--- src/rtl/regfile_pkg.sv ---
// Shared constants and types for the register-file write-port arbiter.
package regfile_pkg;

    localparam int REG_ADDR_W = 5;
    localparam int NUM_REGS   = 32;

    typedef logic [REG_ADDR_W-1:0] reg_addr_t;

    localparam reg_addr_t ZERO_REG = 5'd0;

    typedef enum logic [1:0] {
        GRANT_NONE = 2'd0,
        GRANT_WB   = 2'd1,
        GRANT_LU   = 2'd2
    } grant_e;

endpackage

--- src/rtl/regfile_write_arbiter_if.sv ---
// Bundle of the pipeline, long-latency unit, hazard-unit and register-file
// port signals of the write arbiter.
interface regfile_write_arbiter_if #(
    parameter int DATA_WIDTH = 32
);
    import regfile_pkg::*;

    logic                  wb_we;
    reg_addr_t             wb_addr;
    logic [DATA_WIDTH-1:0] wb_data;
    logic                  lu_valid;
    logic                  lu_ready;
    reg_addr_t             lu_addr;
    logic [DATA_WIDTH-1:0] lu_data;
    logic                  issue_set;
    reg_addr_t             issue_addr;
    reg_addr_t             pend_addr1;
    reg_addr_t             pend_addr2;
    logic                  pend_hit1;
    logic                  pend_hit2;
    logic                  wb_stall;
    logic                  WE3;
    reg_addr_t             A3;
    logic [DATA_WIDTH-1:0] WD3;

    modport master (
        output wb_we, wb_addr, wb_data,
        output lu_valid, lu_addr, lu_data,
        output issue_set, issue_addr, pend_addr1, pend_addr2,
        input  lu_ready, pend_hit1, pend_hit2, wb_stall, WE3, A3, WD3
    );

    modport slave (
        input  wb_we, wb_addr, wb_data,
        input  lu_valid, lu_addr, lu_data,
        input  issue_set, issue_addr, pend_addr1, pend_addr2,
        output lu_ready, pend_hit1, pend_hit2, wb_stall, WE3, A3, WD3
    );

endinterface

--- src/rtl/regfile_wr_fifo.sv ---
// Small synchronous FIFO holding long-latency results (address + data);
// the head entry is presented combinationally.
module regfile_wr_fifo
    import regfile_pkg::*;
#(
    parameter int DATA_WIDTH = 32,
    parameter int DEPTH      = 2
) (
    input  logic                   clk,
    input  logic                   rst,
    input  logic                   push,
    input  logic                   pop,
    input  reg_addr_t              push_addr,
    input  logic [DATA_WIDTH-1:0]  push_data,
    output reg_addr_t              head_addr,
    output logic [DATA_WIDTH-1:0]  head_data,
    output logic                   full,
    output logic                   empty,
    output logic [$clog2(DEPTH):0] count
);

    localparam int PTR_W = $clog2(DEPTH);
    localparam int CNT_W = PTR_W + 1;

    reg_addr_t             addr_mem_q [DEPTH];
    reg_addr_t             addr_mem_d [DEPTH];
    logic [DATA_WIDTH-1:0] data_mem_q [DEPTH];
    logic [DATA_WIDTH-1:0] data_mem_d [DEPTH];
    logic [PTR_W-1:0]      wr_ptr_q, wr_ptr_d;
    logic [PTR_W-1:0]      rd_ptr_q, rd_ptr_d;
    logic [CNT_W-1:0]      count_q, count_d;
    logic                  do_push;
    logic                  do_pop;

    assign full      = (count_q == CNT_W'(DEPTH));
    assign empty     = (count_q == {CNT_W{1'b0}});
    assign count     = count_q;
    assign head_addr = addr_mem_q[rd_ptr_q];
    assign head_data = data_mem_q[rd_ptr_q];
    assign do_push   = push && !full;
    assign do_pop    = pop && !empty;

    // Next-state for storage, pointers (wrap naturally, DEPTH is a power of two) and count.
    always_comb begin
        addr_mem_d = addr_mem_q;
        data_mem_d = data_mem_q;
        wr_ptr_d   = wr_ptr_q;
        rd_ptr_d   = rd_ptr_q;
        count_d    = count_q;
        if (do_push) begin
            addr_mem_d[wr_ptr_q] = push_addr;
            data_mem_d[wr_ptr_q] = push_data;
            wr_ptr_d             = wr_ptr_q + PTR_W'(1);
        end else begin
            wr_ptr_d = wr_ptr_q;
        end
        if (do_pop) begin
            rd_ptr_d = rd_ptr_q + PTR_W'(1);
        end else begin
            rd_ptr_d = rd_ptr_q;
        end
        case ({do_push, do_pop})
            2'b10:   count_d = count_q + CNT_W'(1);
            2'b01:   count_d = count_q - CNT_W'(1);
            default: count_d = count_q;
        endcase
    end

    // Pointer and occupancy registers.
    always_ff @(posedge clk) begin
        if (rst) begin
            wr_ptr_q <= {PTR_W{1'b0}};
            rd_ptr_q <= {PTR_W{1'b0}};
            count_q  <= {CNT_W{1'b0}};
        end else begin
            wr_ptr_q <= wr_ptr_d;
            rd_ptr_q <= rd_ptr_d;
            count_q  <= count_d;
        end
    end

    // Entry storage; contents are meaningless while count is zero.
    always_ff @(posedge clk) begin
        addr_mem_q <= addr_mem_d;
        data_mem_q <= data_mem_d;
    end

endmodule

--- src/rtl/regfile_write_arbiter.sv ---
// Shares the register-file write port between writeback and buffered
// long-latency results, with a pending scoreboard and starvation guard.
module regfile_write_arbiter
    import regfile_pkg::*;
#(
    parameter int DATA_WIDTH = 32,
    parameter int FIFO_DEPTH = 2,
    parameter int STARVE_MAX = 4
) (
    input  logic                    clk,
    input  logic                    rst,
    regfile_write_arbiter_if.slave  bus
);

    localparam int CNT_W = $clog2(FIFO_DEPTH) + 1;
    localparam int SC_W  = $clog2(STARVE_MAX + 1);

    logic                  lu_ready_s;
    logic                  fifo_push;
    logic                  fifo_pop;
    logic                  fifo_full;
    logic                  fifo_empty;
    logic [CNT_W-1:0]      fifo_count;
    reg_addr_t             head_addr;
    logic [DATA_WIDTH-1:0] head_data;
    grant_e                grant;
    reg_addr_t             sel_addr;
    logic [DATA_WIDTH-1:0] sel_data;
    logic                  sel_we;
    logic [NUM_REGS-1:0]   pending_q, pending_d;
    logic [NUM_REGS-1:0]   clr_mask, set_mask;
    logic [SC_W-1:0]       starve_q, starve_d;
    logic                  starve_sat;

    regfile_wr_fifo #(
        .DATA_WIDTH (DATA_WIDTH),
        .DEPTH      (FIFO_DEPTH)
    ) u_fifo (
        .clk       (clk),
        .rst       (rst),
        .push      (fifo_push),
        .pop       (fifo_pop),
        .push_addr (bus.lu_addr),
        .push_data (bus.lu_data),
        .head_addr (head_addr),
        .head_data (head_data),
        .full      (fifo_full),
        .empty     (fifo_empty),
        .count     (fifo_count)
    );

    assign lu_ready_s = (fifo_count < CNT_W'(FIFO_DEPTH)) && !rst;
    assign fifo_push  = bus.lu_valid && lu_ready_s && !fifo_full;

    // Grant mux: writeback first; buffered results are held back during reset so discarded entries never write.
    always_comb begin
        grant    = GRANT_NONE;
        sel_addr = ZERO_REG;
        sel_data = {DATA_WIDTH{1'b0}};
        fifo_pop = 1'b0;
        if (bus.wb_we) begin
            grant = GRANT_WB;
        end else if (!fifo_empty && !rst) begin
            grant = GRANT_LU;
        end else begin
            grant = GRANT_NONE;
        end
        case (grant)
            GRANT_WB: begin
                sel_addr = bus.wb_addr;
                sel_data = bus.wb_data;
            end
            GRANT_LU: begin
                sel_addr = head_addr;
                sel_data = head_data;
                fifo_pop = 1'b1;
            end
            default: begin
                sel_addr = ZERO_REG;
                sel_data = {DATA_WIDTH{1'b0}};
                fifo_pop = 1'b0;
            end
        endcase
        sel_we = (grant != GRANT_NONE) && (sel_addr != ZERO_REG);
    end

    assign bus.WE3      = sel_we;
    assign bus.A3       = sel_addr;
    assign bus.WD3      = sel_data;
    assign bus.lu_ready = lu_ready_s;

    // Scoreboard update: the set mask is OR-ed in after clearing so a same-cycle issue wins.
    always_comb begin
        clr_mask  = (fifo_pop && (head_addr != ZERO_REG))
                  ? ({{(NUM_REGS-1){1'b0}}, 1'b1} << head_addr) : {NUM_REGS{1'b0}};
        set_mask  = (bus.issue_set && (bus.issue_addr != ZERO_REG))
                  ? ({{(NUM_REGS-1){1'b0}}, 1'b1} << bus.issue_addr) : {NUM_REGS{1'b0}};
        pending_d = (pending_q & ~clr_mask) | set_mask;
    end

    // Starvation counter: counts denied cycles of a non-empty FIFO, saturating.
    always_comb begin
        starve_sat = (starve_q == SC_W'(STARVE_MAX));
        if (fifo_empty || fifo_pop) begin
            starve_d = {SC_W{1'b0}};
        end else if (!starve_sat) begin
            starve_d = starve_q + SC_W'(1);
        end else begin
            starve_d = starve_q;
        end
    end

    // Scoreboard and counter registers.
    always_ff @(posedge clk) begin
        if (rst) begin
            pending_q <= {NUM_REGS{1'b0}};
            starve_q  <= {SC_W{1'b0}};
        end else begin
            pending_q <= pending_d;
            starve_q  <= starve_d;
        end
    end

    assign bus.wb_stall  = starve_sat && !fifo_empty && !rst;
    assign bus.pend_hit1 = pending_q[bus.pend_addr1] && (bus.pend_addr1 != ZERO_REG);
    assign bus.pend_hit2 = pending_q[bus.pend_addr2] && (bus.pend_addr2 != ZERO_REG);

endmodule
--- src/flat_wrapper.sv ---
// flat-port wrapper written by rule: the top's interface ports become plain ports
module regfile_write_arbiter_flat import regfile_pkg::*;
#(
    parameter int DATA_WIDTH = 32,
    parameter int FIFO_DEPTH = 2,
    parameter int STARVE_MAX = 4
)
  (clk, rst, bus_wb_we, bus_wb_addr, bus_wb_data, bus_lu_valid, bus_lu_addr, bus_lu_data, bus_issue_set, bus_issue_addr, bus_pend_addr1, bus_pend_addr2, bus_lu_ready, bus_pend_hit1, bus_pend_hit2, bus_wb_stall, bus_WE3, bus_A3, bus_WD3);
  regfile_write_arbiter_if #(.DATA_WIDTH(DATA_WIDTH)) bus_i ();
  input  logic clk;
  input  logic rst;
  input wire logic [$bits(bus_i.wb_we)-1:0] bus_wb_we;
  input wire logic [$bits(bus_i.wb_addr)-1:0] bus_wb_addr;
  input wire logic [$bits(bus_i.wb_data)-1:0] bus_wb_data;
  input wire logic [$bits(bus_i.lu_valid)-1:0] bus_lu_valid;
  input wire logic [$bits(bus_i.lu_addr)-1:0] bus_lu_addr;
  input wire logic [$bits(bus_i.lu_data)-1:0] bus_lu_data;
  input wire logic [$bits(bus_i.issue_set)-1:0] bus_issue_set;
  input wire logic [$bits(bus_i.issue_addr)-1:0] bus_issue_addr;
  input wire logic [$bits(bus_i.pend_addr1)-1:0] bus_pend_addr1;
  input wire logic [$bits(bus_i.pend_addr2)-1:0] bus_pend_addr2;
  output wire logic [$bits(bus_i.lu_ready)-1:0] bus_lu_ready;
  output wire logic [$bits(bus_i.pend_hit1)-1:0] bus_pend_hit1;
  output wire logic [$bits(bus_i.pend_hit2)-1:0] bus_pend_hit2;
  output wire logic [$bits(bus_i.wb_stall)-1:0] bus_wb_stall;
  output wire logic [$bits(bus_i.WE3)-1:0] bus_WE3;
  output wire logic [$bits(bus_i.A3)-1:0] bus_A3;
  output wire logic [$bits(bus_i.WD3)-1:0] bus_WD3;
  assign bus_i.wb_we = bus_wb_we;
  assign bus_i.wb_addr = bus_wb_addr;
  assign bus_i.wb_data = bus_wb_data;
  assign bus_i.lu_valid = bus_lu_valid;
  assign bus_i.lu_addr = bus_lu_addr;
  assign bus_i.lu_data = bus_lu_data;
  assign bus_i.issue_set = bus_issue_set;
  assign bus_i.issue_addr = bus_issue_addr;
  assign bus_i.pend_addr1 = bus_pend_addr1;
  assign bus_i.pend_addr2 = bus_pend_addr2;
  assign bus_lu_ready = bus_i.lu_ready;
  assign bus_pend_hit1 = bus_i.pend_hit1;
  assign bus_pend_hit2 = bus_i.pend_hit2;
  assign bus_wb_stall = bus_i.wb_stall;
  assign bus_WE3 = bus_i.WE3;
  assign bus_A3 = bus_i.A3;
  assign bus_WD3 = bus_i.WD3;
  regfile_write_arbiter #(.DATA_WIDTH(DATA_WIDTH), .FIFO_DEPTH(FIFO_DEPTH), .STARVE_MAX(STARVE_MAX)) u_core (.clk(clk), .rst(rst), .bus(bus_i));
endmodule
--- config.mk ---
export PLATFORM = sky130hd
export DESIGN_NAME = regfile_write_arbiter_flat
export DESIGN_NICKNAME = d
export VERILOG_FILES = /design/src/rtl/regfile_pkg.sv /design/src/rtl/regfile_write_arbiter_if.sv /design/src/rtl/regfile_wr_fifo.sv /design/src/rtl/regfile_write_arbiter.sv /design/src/flat_wrapper.sv
export SDC_FILE = /design/constraint.sdc
export NUM_CORES = 1
export LEC_CHECK = 0
export ABC_AREA = 1
export CORE_MARGIN = 1.5
export CORE_UTILIZATION = 25
export CTS_BUF_LIST = sky130_fd_sc_hd__clkbuf_8 sky130_fd_sc_hd__clkbuf_16
export DETAILED_ROUTE_END_ITERATION = 10
export GPL_ROUTABILITY_DRIVEN = 0
export GPL_TIMING_DRIVEN = 0
export SETUP_SLACK_MARGIN = 0.4
export SLEW_MARGIN = 25
export SYNTH_ARGS = -nofsm -noshare
export SYNTH_HDL_FRONTEND = slang
export SYNTH_SLANG_ARGS = --single-unit
--- constraint.sdc ---
create_clock -name clk -period 3.9 [get_ports clk]
set_input_delay 0.78 -clock clk [delete_from_list [all_inputs] [get_ports clk]]
set_output_delay 0.78 -clock clk [all_outputs]
set_load 0.05 [all_outputs]
# After elaboration in Yosys (flattened, before gate mapping)
# Index checks and enable logic that the tools add are counted.
# Widths: inputs -> output; s select.
[word_totals]
regBits = 113
latch_bits = 0
ram_bits = 0
romBits = 0
output_inout_bits = 42
word_cells = 84
mem_count = 0
[op_classes]
n_addsub = 5
mul = 0
div = 0
magnitude_cmp = 6
n_eq_ne = 6
shifts = 2
mux = 24
bitwise_logic = 5
reduce_logical = 27
[ops]
columns = ["operator", "count"]
rows = [
  ["$mux 32", 6],
  ["$bwmux 64", 1],
  ["$pmux 32 s2", 1],
  ["$shl 1x5->32 const A", 2],
  ["$and 32x32->32", 1],
  ["$demux 32 s1", 1],
  ["$not 32->32", 1],
  ["$or 32x32->32", 1],
  ["$reduce_bool 5->1", 5],
  ["$mux 5", 4],
  ["$logic_and 1x1->1", 14],
  ["$lt 5x6->1 const B", 2],
  ["$bmux 1 s5", 2],
  ["$bwmux 10", 1],
  ["$pmux 5 s2", 1],
  ["$eq 2x2->1 const B", 3],
  ["$demux 5 s1", 1],
  ["$eq 2x1->1 const B", 2],
  ["$ge 2x2->1 const B", 2],
  ["$mux 2", 2],
  ["$not 1->2", 2],
  ["$pmux 2 s2", 1],
  ["$reduce_bool 2->1", 2],
  ["$add 3x1->3 const B", 1],
  ["other kinds (11)", 16],
]

# Longest topological paths before layout
# Gate-level depths: netlist of run 1.
[logic_depth]
word_depth = 12
depth_mapped = 11
mapped_depth_nobuf = 10

# Hierarchy
# From an unflattened synthesis of run 1, not the netlist that was laid out.
[hier_totals]
cells_unflattened = 692
area_unflattened_um2 = 5770.5
[by_module_without_submodules]
columns = ["mod", "n_inst", "cells_per_inst", "area_per_inst_um2"]
rows = [
  ["regfile_wr_fifo", 1, 231, 2931.6],
  ["regfile_write_arbiter", 1, 461, 2839.0],
]

# Worst setup path after synthesis of run 1
# No wires, ideal clock.
[synth_timing]
path_type = "input to register"
start = "in rst"
end = "reg u_core.u_fifo.addr_mem_q[0] (netlist name) (enable)"
setup_ns = 0.433
t_arrival_ns = 3.496
required_time_ns = 3.467
slack_ns = -0.029
stages = 4
n_path_buf = 1
cell_sequence = "buf_2 -> nor2_1 -> nand2_1 -> nor2_1"
[synth_between]
elab_chain_len = 5
[synth_lines]
columns = ["element", "line_no", "rtl"]
rows = [
  ["from (decl)", "flat_wrapper.sv:11", "input logic rst;"],
  ["$logic_not 1->1", "regfile_write_arbiter.sv:52", "assign lu_ready_s = (fifo_count < CNT_W'(FIFO_DEPTH)) && !rst;"],
  ["$logic_and 1x1->1", "regfile_write_arbiter.sv:52", ""],
  ["named net bus_lu_ready", "flat_wrapper.sv:22", "output wire logic [$bits(bus_i.lu_ready)-1:0] bus_lu_ready;"],
  ["$logic_and 1x1->1 (2 in a row)", "regfile_write_arbiter.sv:53", "assign fifo_push = bus.lu_valid && lu_ready_s && !fifo_full;"],
  ["$logic_and 1x1->1", "regfile_wr_fifo.sv:40", "assign do_push = push && !full;"],
  ["to (signal assigned)", "regfile_wr_fifo.sv:84", "addr_mem_q <= addr_mem_d;"],
  ["to (decl)", "regfile_wr_fifo.sv:25", "reg_addr_t addr_mem_q [DEPTH];"],
]
# The timed path passes the listed nets, and every way through them passes these cells.
# A chain may end at the register's enable or synchronous reset.

# Worst setup path in the final report of run 1
[layout_timing]
start = "in bus_wb_we"
end = "out bus_WD3[16]"
[layout_between]
elab_chain_len = 3
[layout_lines]
columns = ["element", "line_no", "rtl"]
rows = [
  ["from (decl)", "flat_wrapper.sv:12", "input wire logic [$bits(bus_i.wb_we)-1:0] bus_wb_we;"],
  ["$mux 2 *", "regfile_write_arbiter.sv:61", "if (bus.wb_we) begin"],
  ["$eq 2x2->1 / $eq 2x1->1 (equally long branches)", "regfile_write_arbiter.sv:68", "case (grant)"],
  ["$pmux 32 s2 *", "regfile_write_arbiter.sv:68", ""],
  ["to (decl)", "flat_wrapper.sv:28", "output wire logic [$bits(bus_i.WD3)-1:0] bus_WD3;"],
]
# Mark *: on every way between the ends. The rest lies on a longest branch, timed or not.

==> results of run 1 <==
-- cells in the mapped netlist --
cell type / count / area (µm²)
a21boi_0: 1 / 7.51
a21oi_1: 36 / 180
a22o_1: 1 / 8.76
buf_1: 1 / 3.75
buf_2: 20 / 100
buf_4: 2 / 15.0
buf_6: 6 / 67.6
clkbuf_1: 6 / 22.5
clkinv_1: 1 / 3.75
dfxtp_1: 39 / 781
edfxtp_1: 74 / 2220
ha_1: 3 / 37.5
inv_1: 57 / 214
inv_2: 3 / 11.3
inv_4: 3 / 18.8
nand2_1: 166 / 623
nand2_2: 12 / 75.1
nand2_4: 2 / 22.5
nand3_1: 79 / 395
nand3_4: 1 / 17.5
nand4_1: 1 / 6.26
nor2_1: 99 / 372
nor2_2: 6 / 37.5
nor2_4: 3 / 33.8
nor3_1: 5 / 25.0
nor4_1: 1 / 6.26
o211ai_1: 8 / 60.1
o21ai_0: 6 / 30.0
o21ai_1: 27 / 135
o21ai_4: 1 / 16.3
o31ai_1: 31 / 233
xnor2_1: 1 / 8.76
xor2_1: 3 / 26.3
-- metrics by stage --
step,TNS [ns],instances,hold slack (ns),setup WS (ns)
floorplan,-1.06,705,0.429,-0.0285
global placement,-71.25,1120,0.453,-0.960
detailed placement,-1.36,1122,0.458,-0.146
CTS,0,1153,0.467,0.327
global route,0,1153,0.497,0.406
finish,0,1153,0.460,0.489
-- registers in the layout, summed over array words and instances (netlist names) --
name	count
u_core.pending_q	32
u_core.starve_q	3
u_core.u_fifo.data_mem_q	64
u_core.u_fifo.wr_ptr_q	1
u_core.u_fifo.count	2
u_core.u_fifo.addr_mem_q	10
u_core.u_fifo.rd_ptr_q	1
-- kinds of logic (layout without fill, tap and decap cells) --
kind of cell / count (synthesis) / after routing / synth area share, %
adder cells (fa/ha/maj): 3 / 3 / 0.645
buffers and inverters: 99 / 262 / 7.85
AO/OA/AOI/OAI: 111 / 111 / 11.5
AND/OR/NAND/NOR: 375 / 375 / 27.7
flip-flops: 113 / 113 / 51.6
XOR/XNOR: 4 / 4 / 0.602
-- worst min-delay path by stage --
stage | end | cells after the start
floorplan | u_core.pending_q[0] | 2
global placement | u_core.pending_q[0] | 2
detailed placement | u_core.pending_q[0] | 2
CTS | u_core.pending_q[0] | 2
global route | u_core.pending_q[14] | 2
finish | u_core.pending_q[0] | 2
-- area by class of cell --
type,instances,area share (%)
clock buffer,17,5.34
sequential,113,37.7
clock inverter,14,1.60
timing repair buffer,132,15.4
tap,285,4.47
buffer,35,2.67
multi-input combinational,493,29.8
inverter,64,3.11
-- critical path, stage by stage --
cell and delay [ns]:
clkdlybuf4s50_1 0.53, inv_2 0.10, nand2_2 0.19, buf_2 0.27, o31ai_1 0.32, clkdlybuf4s15_2 0.43
-- repair_timing --
item / 4_1_cts / 5_1_grt
endpoints found under the setup margin: 38 / 29
resized for setup: 64 / 73
gates cloned: 0 / 0
-- layer usage --
layer / routed length (µm) / track usage [%] / up-vias / share of wire (%)
met1: 7320 / 17.9 / 2384 / 43
met3: 1340 / 4.89 / 28 / 7.8
met4: 399 / 5.71 / 0 / 2.3
met2: 8120 / 24.7 / 186 / 47
met5: 0 / 0 / - / 0
li1: - / - / 2667 / -
-- report_power, final --
group / switching, W / internal (W)
clock network: 0.000521 / 0.000920
logic: 0.000437 / 0.000224
registers: 0.0000180 / 0.00132
total: 0.000976 / 0.00247
==> results.toml, run 1 <==
[critical_path]
crit_end = "bus_WD3[16]"
ff2ff_path_depth = 4
r2r_slack_ns = 2.08
r2r-end = "u_core.u_fifo.data_mem_q[13]"
startpoint_type = "input pin"
r2r-start = "u_core.u_fifo.count[1]"
cp_data_arrival_time_ns = 2.63
crit_path_end_kind = "output port"
worstPathMaxFanout = 10
path_class = "input pin to output port"
cp-startpoint = "bus_wb_we"
cp.required_ns = 3.12

[layout]
final_cell_mix = "nand2_1 (166), nor2_1 (97), clkdlybuf4s50_1 (90)"
layout-drive-gt1-share_pct = 14.3
stdcell_area_um2 = 7970
seq_area_um2 = 3000
synthToLayoutAreaGrowth_pct = 37.0
multi_input_area_um2 = 2370
n_fill_cell = 2390
final_core_util_pct = 35.1
final_common_cell = "nand2_1"
final_nets = 953
n_antenna_cell = 0

[global_routing]
grt_pass1_wl_um = 27700
grt_usage_pct = 14.9
grt_overflow = 0
antenna_found_initial = 0
grt_max_degree = 21
grt_pass1_vias = 5450

[timing]
hold_viol = 0
final.setup_skew_ns = 0.00767
layout_min_cycle_time_ns = 3.41
fmax_ghz = 0.293
period_share_pct = 87.5
worst_pin_slew_ns = 0.669
slew_headroom_pct = 55.3
setup_viol = 0
maxSlewViolCount = 0
rsz0062_at_grt = "no"

[synthesis]
synthCells = 705
ys_types = 33
synth-seq-area-share_pct = 51.6
syn_area_per_cell_um2 = 8.25
ys_seq_elements = 113
synth_warnings = 0
mappedNetlistNets = 802
synthesis.area_um2 = 5820

[placement]
dp_hpwl_um = 12800
port_buffers = 130
placed_cell_area_um2 = 7540

[hold_path]
worstHoldStart = "u_core.pending_q[0]"
hp-class = "register to register"

[cts]
cts-buffers-inserted = 17
clk_latency_ns = 0.41
h-tree-depth = 4
cts.path.max_buffers = 2
cts_sinks = 113
postCtsSetupRepairBufs = 0
clock-root-buffer = "clkbuf_16"
hold_buffers = 0
clk_pin_slew_ns = 0.05
tritoncts = "done"

[floorplan]
die_x_um = 156
io_pins = 136
rows = 55
dieArea_um2 = 24200
die_height_um = 156
start_util_pct = 25.6
core-area_um2 = 22700

[power_and_ir_drop]
p_leak_nw = 3.18
peakVddDrop_mv = 0.305
power.total_w = 0.00344
cellPowerDensity_nw_per_um2 = 432

[route]
route.vias.total = 5265
antenna_left = 0
vias_per_cell = 4.57
first_pass_iters = 5
drc = 0
wl_um = 17200
detail_route.iter0.violations = 300
wl_per_cell_um = 14.9

[run_status]
outcome = "completed"

[job]
drv_cap = 0
Note: power is estimated with default switching activity, not from simulation.
==> run 2, diff against run 1 <==
--- a/config.mk
+++ b/config.mk
@@ -12,6 +12,7 @@
 export DETAILED_ROUTE_END_ITERATION = 10
 export GPL_ROUTABILITY_DRIVEN = 0
 export GPL_TIMING_DRIVEN = 0
+export REMOVE_ABC_BUFFERS = 1
 export SETUP_SLACK_MARGIN = 0.4
 export SLEW_MARGIN = 25
 export SYNTH_ARGS = -nofsm -noshare
==> constraint.sdc (replaced) <==
create_clock -name clk -period 3.9 [get_ports clk]
set_input_delay 0.78 -clock clk [delete_from_list [all_inputs] [get_ports clk]]
set_output_delay 0.78 -clock clk [all_outputs]
set_load 0.005 [all_outputs]
==> results.toml, run 2 (synthesized netlist as in run 1, its figures left out) <==
[route]
route.vias.total = 5284
vias_per_cell = 4.68
antenna_left = 0
first_pass_iters = 5
wl_um = 17100
drc = 0
wl_per_cell_um = 15.1
detail_route.iter0.violations = 374

[timing]
layout_min_cycle_time_ns = 3.32
maxSlewViolCount = 0
slew_headroom_pct = 50.8
timing.final.ws_setup_ns = 0.576
worst_pin_slew_ns = 0.735
rsz0062_at_grt = "yes"
hold_viol = 0
setup_viol = 0
fmax_ghz = 0.301
final.setup_skew_ns = 0.0145
period_share_pct = 85.2

[hold_path]
hp-class = "register to register"
worstHoldStart = "u_core.pending_q[0]"

[power_and_ir_drop]
cellPowerDensity_nw_per_um2 = 423
power.total_w = 0.00342
p_leak_nw = 3.08
peakVddDrop_mv = 0.293

[global_routing]
grt_usage_pct = 14.5
grt_pass1_vias = 5243
grt_max_degree = 43
grt_pass1_wl_um = 27300
grt_overflow = 0
antenna_found_initial = 0

[floorplan]
die_x_um = 156
die_height_um = 156
core-area_um2 = 22700
start_util_pct = 25.6
rows = 55
io_pins = 136
dieArea_um2 = 24200

[placement]
placed_cell_area_um2 = 7420
dp_slack_ns = -0.189
port_buffers = 135
dp_hpwl_um = 11900

[critical_path]
cp-startpoint = "u_core.u_fifo.rd_ptr_q"
crit_path_end_kind = "output port"
path_cells = "buf_12 -> inv_12 -> nand2_1 -> nand2_2 -> inv_2 -> o21ai_1 -> nor2_1 -> nand3_1 -> clkdlybuf4s50_1"
critical-path-top-delay-family = "buffers and inverters"
crit_buf_inv = 4
startpoint_type = "register"
path_class = "register to output port"
cp_data_arrival_time_ns = 2.54
r2r-start = "u_core.u_fifo.count[1]"
cp.required_ns = 3.12
worstPathMaxFanout = 42
critPathMaxStageDelay_ns = 0.51
crit_path_top_delay_cell = "clkdlybuf4s50_1"

[cts]
tritoncts = "done"
clock-root-buffer = "clkbuf_16"
h-tree-depth = 4
clk_latency_ns = 0.42
clk_pin_slew_ns = 0.05
cts-buffers-inserted = 17
cts.path.max_buffers = 2
cts_sinks = 113

[layout]
final_nets = 927
final_cell_mix = "nand2_1 (166), clkdlybuf4s50_1 (129), nor2_1 (97)"
reg.largest.list = "u_core.u_fifo.data_mem_q: 64 flops, u_core.pending_q: 32 flops, u_core.u_fifo.addr_mem_q: 10 flops"
largest_reg_flops = 64
synthToLayoutAreaGrowth_pct = 38.7
top_register = "u_core.u_fifo.data_mem_q"
layout-drive-gt1-share_pct = 9.25
n_fill_cell = 2382
stdcell_area_um2 = 8070
n_antenna_cell = 0
final_common_cell = "nand2_1"

[job]
drv_cap = 0

[run_status]
outcome = "completed"
run 2: layout make-up:
class	instances	area (µm²)	area share, %
clock buffer	20	500	6.21
clock inverter	12	87.6	1.09
inverter	64	269	3.34
multi-input combinational	493	2390	29.6
sequential	113	3010	37.3
tap	285	357	4.42
timing repair buffer	141	1460	18.1
run 2: routing by layer:
| metal | global-route usage [%] | wire, µm | vias up |
|---|---|---|---|
| met5 | 0 | 0 | - |
| met4 | 5.53 | 311 | 0 |
| met3 | 5.94 | 1720 | 26 |
| met2 | 22.7 | 7530 | 203 |
| met1 | 17.8 | 7490 | 2435 |
| li1 | - | - | 2620 |
run 2: worst paths after layout:
path                                        to  slack, ns  cells past startpoint
setup / recovery                       bus_WE3       0.58                      9
hold / removal             u_core.pending_q[0]       0.47                      2
setup reg to reg  u_core.u_fifo.data_mem_q[24]       2.07                      4
hold reg to reg            u_core.pending_q[0]       0.47                      2
run 2: worst register-to-register path: cells and delay by family (launching register included):
family                 cells  cell delay [ns]
buffers and inverters      1             0.25
flip-flops                 1             0.34
AND/OR/NAND/NOR            3             0.95
run 2: through the flow:
stage	hold WS (ns)	util (%)	instances	TNS, ns
2_1_floorplan	0.427	-	670	0
3_3_place_gp	0.449	32.2	1090	-178.57
3_5_place_dp	0.461	32.7	1094	-0.348
4_1_cts	0.471	35.4	1126	0
5_1_grt	0.501	35.5	1128	0
6_report	0.467	35.5	1128	0
run 2: timing repair:
item	4_1_cts	5_1_grt
endpoints found under the setup margin	39	4
setup buffers	0	2
cloned	0	0
gates resized for setup	18	11
hold buffers	0	0
pin swaps	0	0
endpoints found under the hold margin	0	0
run 2: power breakdown:
group / internal [W] / leakage [nW] / switching [W]
Combinational: 0.000241 / 1.78 / 0.000310
Clock: 0.000975 / 0.310 / 0.000543
Sequential: 0.00132 / 0.995 / 0.0000227
Total: 0.00254 / 3.08 / 0.000876
==> run 3, diff against run 2 <==
--- a/config.mk
+++ b/config.mk
@@ -6,6 +6,7 @@
 export NUM_CORES = 1
 export LEC_CHECK = 0
 export ABC_AREA = 1
+export CORE_ASPECT_RATIO = 1.4
 export CORE_MARGIN = 1.5
 export CORE_UTILIZATION = 25
 export CTS_BUF_LIST = sky130_fd_sc_hd__clkbuf_8 sky130_fd_sc_hd__clkbuf_16
==> results.toml, run 3 (synthesized netlist as in run 1, its figures left out) <==
[run_status]
outcome = "completed"

[route]
vias_per_cell = 4.52
route.vias.total = 5190
wl_um = 16500
drc = 0
detail_route.iter0.violations = 198
first_pass_iters = 4
wl_per_cell_um = 14.4
antenna_left = 0

[timing]
fmax_ghz = 0.299
whs_ns = 0.462
period_share_pct = 85.7
hold_viol = 0
worst_pin_slew_ns = 0.722
final.setup_skew_ns = 0.0115
maxSlewViolCount = 0
timing.final.ws_setup_ns = 0.558
setup_viol = 0
slew_headroom_pct = 51.7
rsz0062_at_grt = "no"
layout_min_cycle_time_ns = 3.34

[critical_path]
path_class = "input pin to output port"
critPathMaxStageDelay_ns = 0.48
startpoint_type = "input pin"
path_cells = "clkdlybuf4s15_1 -> clkinv_2 -> nor2_1 -> nand2_1 -> nand2_1 -> nand2_1 -> nand2_1 -> inv_1 -> nand2_1 -> nand2_1 -> nand2_1 -> clkdlybuf4s50_1"
crit_path_top_delay_cell = "clkdlybuf4s50_1"
r2r_slack_ns = 1.99
cp_common_cell = "nand2_1"
cp.required_ns = 3.12
r2r-start = "u_core.u_fifo.count[1]"
cp_data_arrival_time_ns = 2.56
r2r-end = "u_core.u_fifo.data_mem_q[25]"
crit_path_end_kind = "output port"
worstPathMaxFanout = 9
ff2ff_path_depth = 5

[power_and_ir_drop]
p_int_w = 0.00263
power_frac_clock_pct = 46.0
switching_share_pct = 25.2
p_seq_share_pct = 38.2
peakVddDrop_mv = 0.298
p_switching_w = 0.000886
cellPowerDensity_nw_per_um2 = 430
pwr-share-comb_pct = 15.9
p_leak_nw = 3.10

[floorplan]
rows = 65
io_pins = 136
dieArea_um2 = 24200
core-area_um2 = 22700
start_util_pct = 25.6
die_height_um = 183
die_x_um = 132

[hold_path]
hold_depth = 2
worstHoldStart = "u_core.pending_q[0]"
hp-class = "register to register"
worstHoldEndpoint = "u_core.pending_q[0]"

[global_routing]
antenna_found_initial = 0
grt_overflow = 0
grt_max_degree = 43
grt_pass1_vias = 5156
grt_pass1_wl_um = 26400
grt_usage_pct = 13.9

[cts]
clk_pin_slew_ns = 0.05
cts-buffers-inserted = 17
clk_latency_ns = 0.42
h-tree-depth = 4
hold_buffers = 0
clock-root-buffer = "clkbuf_16"
cts_sinks = 113
tritoncts = "done"
cts.path.max_buffers = 2

[layout]
reg.largest.list = "u_core.u_fifo.data_mem_q: 64 flops, u_core.pending_q: 32 flops, u_core.u_fifo.addr_mem_q: 10 flops"
final_nets = 930
final_common_cell = "nand2_1"
synthToLayoutAreaGrowth_pct = 40.8
largest_reg_flops = 64
final_cell_mix = "nand2_1 (166), clkdlybuf4s50_1 (129), nor2_1 (97)"
n_antenna_cell = 0
finalNonFillerCells = 1147
top_register = "u_core.u_fifo.data_mem_q"
layout-drive-gt1-share_pct = 9.57
stdcell_area_um2 = 8190

[job]
drv_cap = 0

[placement]
dp_cells = 1113
dp_slack_ns = -0.185
placed_cell_area_um2 = 7520
dp_hpwl_um = 11800
port_buffers = 135
==> run 3: cell types whose count changed in the layout (fill, tap and decap cells not counted), moves of 2 or more <==
cell        delta
clkinvlp_4     +3
clkbuf_16      -3
buf_16         +2
clkinv_4       +2
clkinv_2       -3
bufinv_16      +3
==> run 3: layout make-up <==
type,count,area (µm²)
repair buffers,144,1530
multi-input cells,493,2390
clock inverters,15,195
clock buffers,17,425
fillers,2322,14500
flip-flops and latches,113,3010
inverters,64,269
well taps,301,377
==> run 3: critical path: cells and delay by family <==
kind          cells  cell delay, ns
buf+inv           4            1.20
simple gates      8            0.56
==> run 3: what timing repair did <==
item / CTS / global route
resized for setup: 14 / 11
hold endpoints to repair: 0 / 0
setup endpoints to repair: 39 / 3
setup buffers: 0 / 2
pin swaps: 0 / 0
==> run 3: power groups by stage <==
stage	sequential, W	clock [W]	combinational, W
2_1_floorplan	0.00137	0	0.000234
3_5_place_dp	0.00137	0	0.000556
6_report	0.00134	0.00162	0.000558
3_3_place_gp	0.00139	0	0.000514
5_1_grt	0.00135	0.00171	0.000616
4_1_cts	0.00134	0.00166	0.000564
==> run 3: metrics by stage <==
step	total power, W	TNS, ns	utilization (%)
after floorplan	0.00161	0	-
after global placement	0.00190	-187.26	32.3
after detailed placement	0.00192	-0.338	33.1
after CTS	0.00356	0	36.0
after global routing	0.00367	0	36.1
final	0.00352	0	36.1
==> run 3: per-layer routing <==
| metal | up-vias | global-route usage [%] | routed length, µm |
|---|---|---|---|
| li1 | 2624 | - | - |
| met1 | 2383 | 15.3 | 6690 |
| met2 | 157 | 24.8 | 8350 |
| met3 | 26 | 4.69 | 1120 |
| met4 | 0 | 5.47 | 378 |
| met5 | - | 0 | 0 |
==> run 3: how the worst max path moves through the flow <==
stage / depth (start not counted) / endpoint / start
after floorplan: 3 / u_core.u_fifo.addr_mem_q[0] / rst
after global placement: 4 / u_core.u_fifo.data_mem_q[25] / rst
after detailed placement: 12 / bus_pend_hit1 / bus_pend_addr1[0]
after CTS: 9 / bus_pend_hit2 / bus_pend_addr2[1]
after global routing: 13 / bus_pend_hit1 / bus_pend_addr1[0]
final: 12 / bus_pend_hit1 / bus_pend_addr1[1]
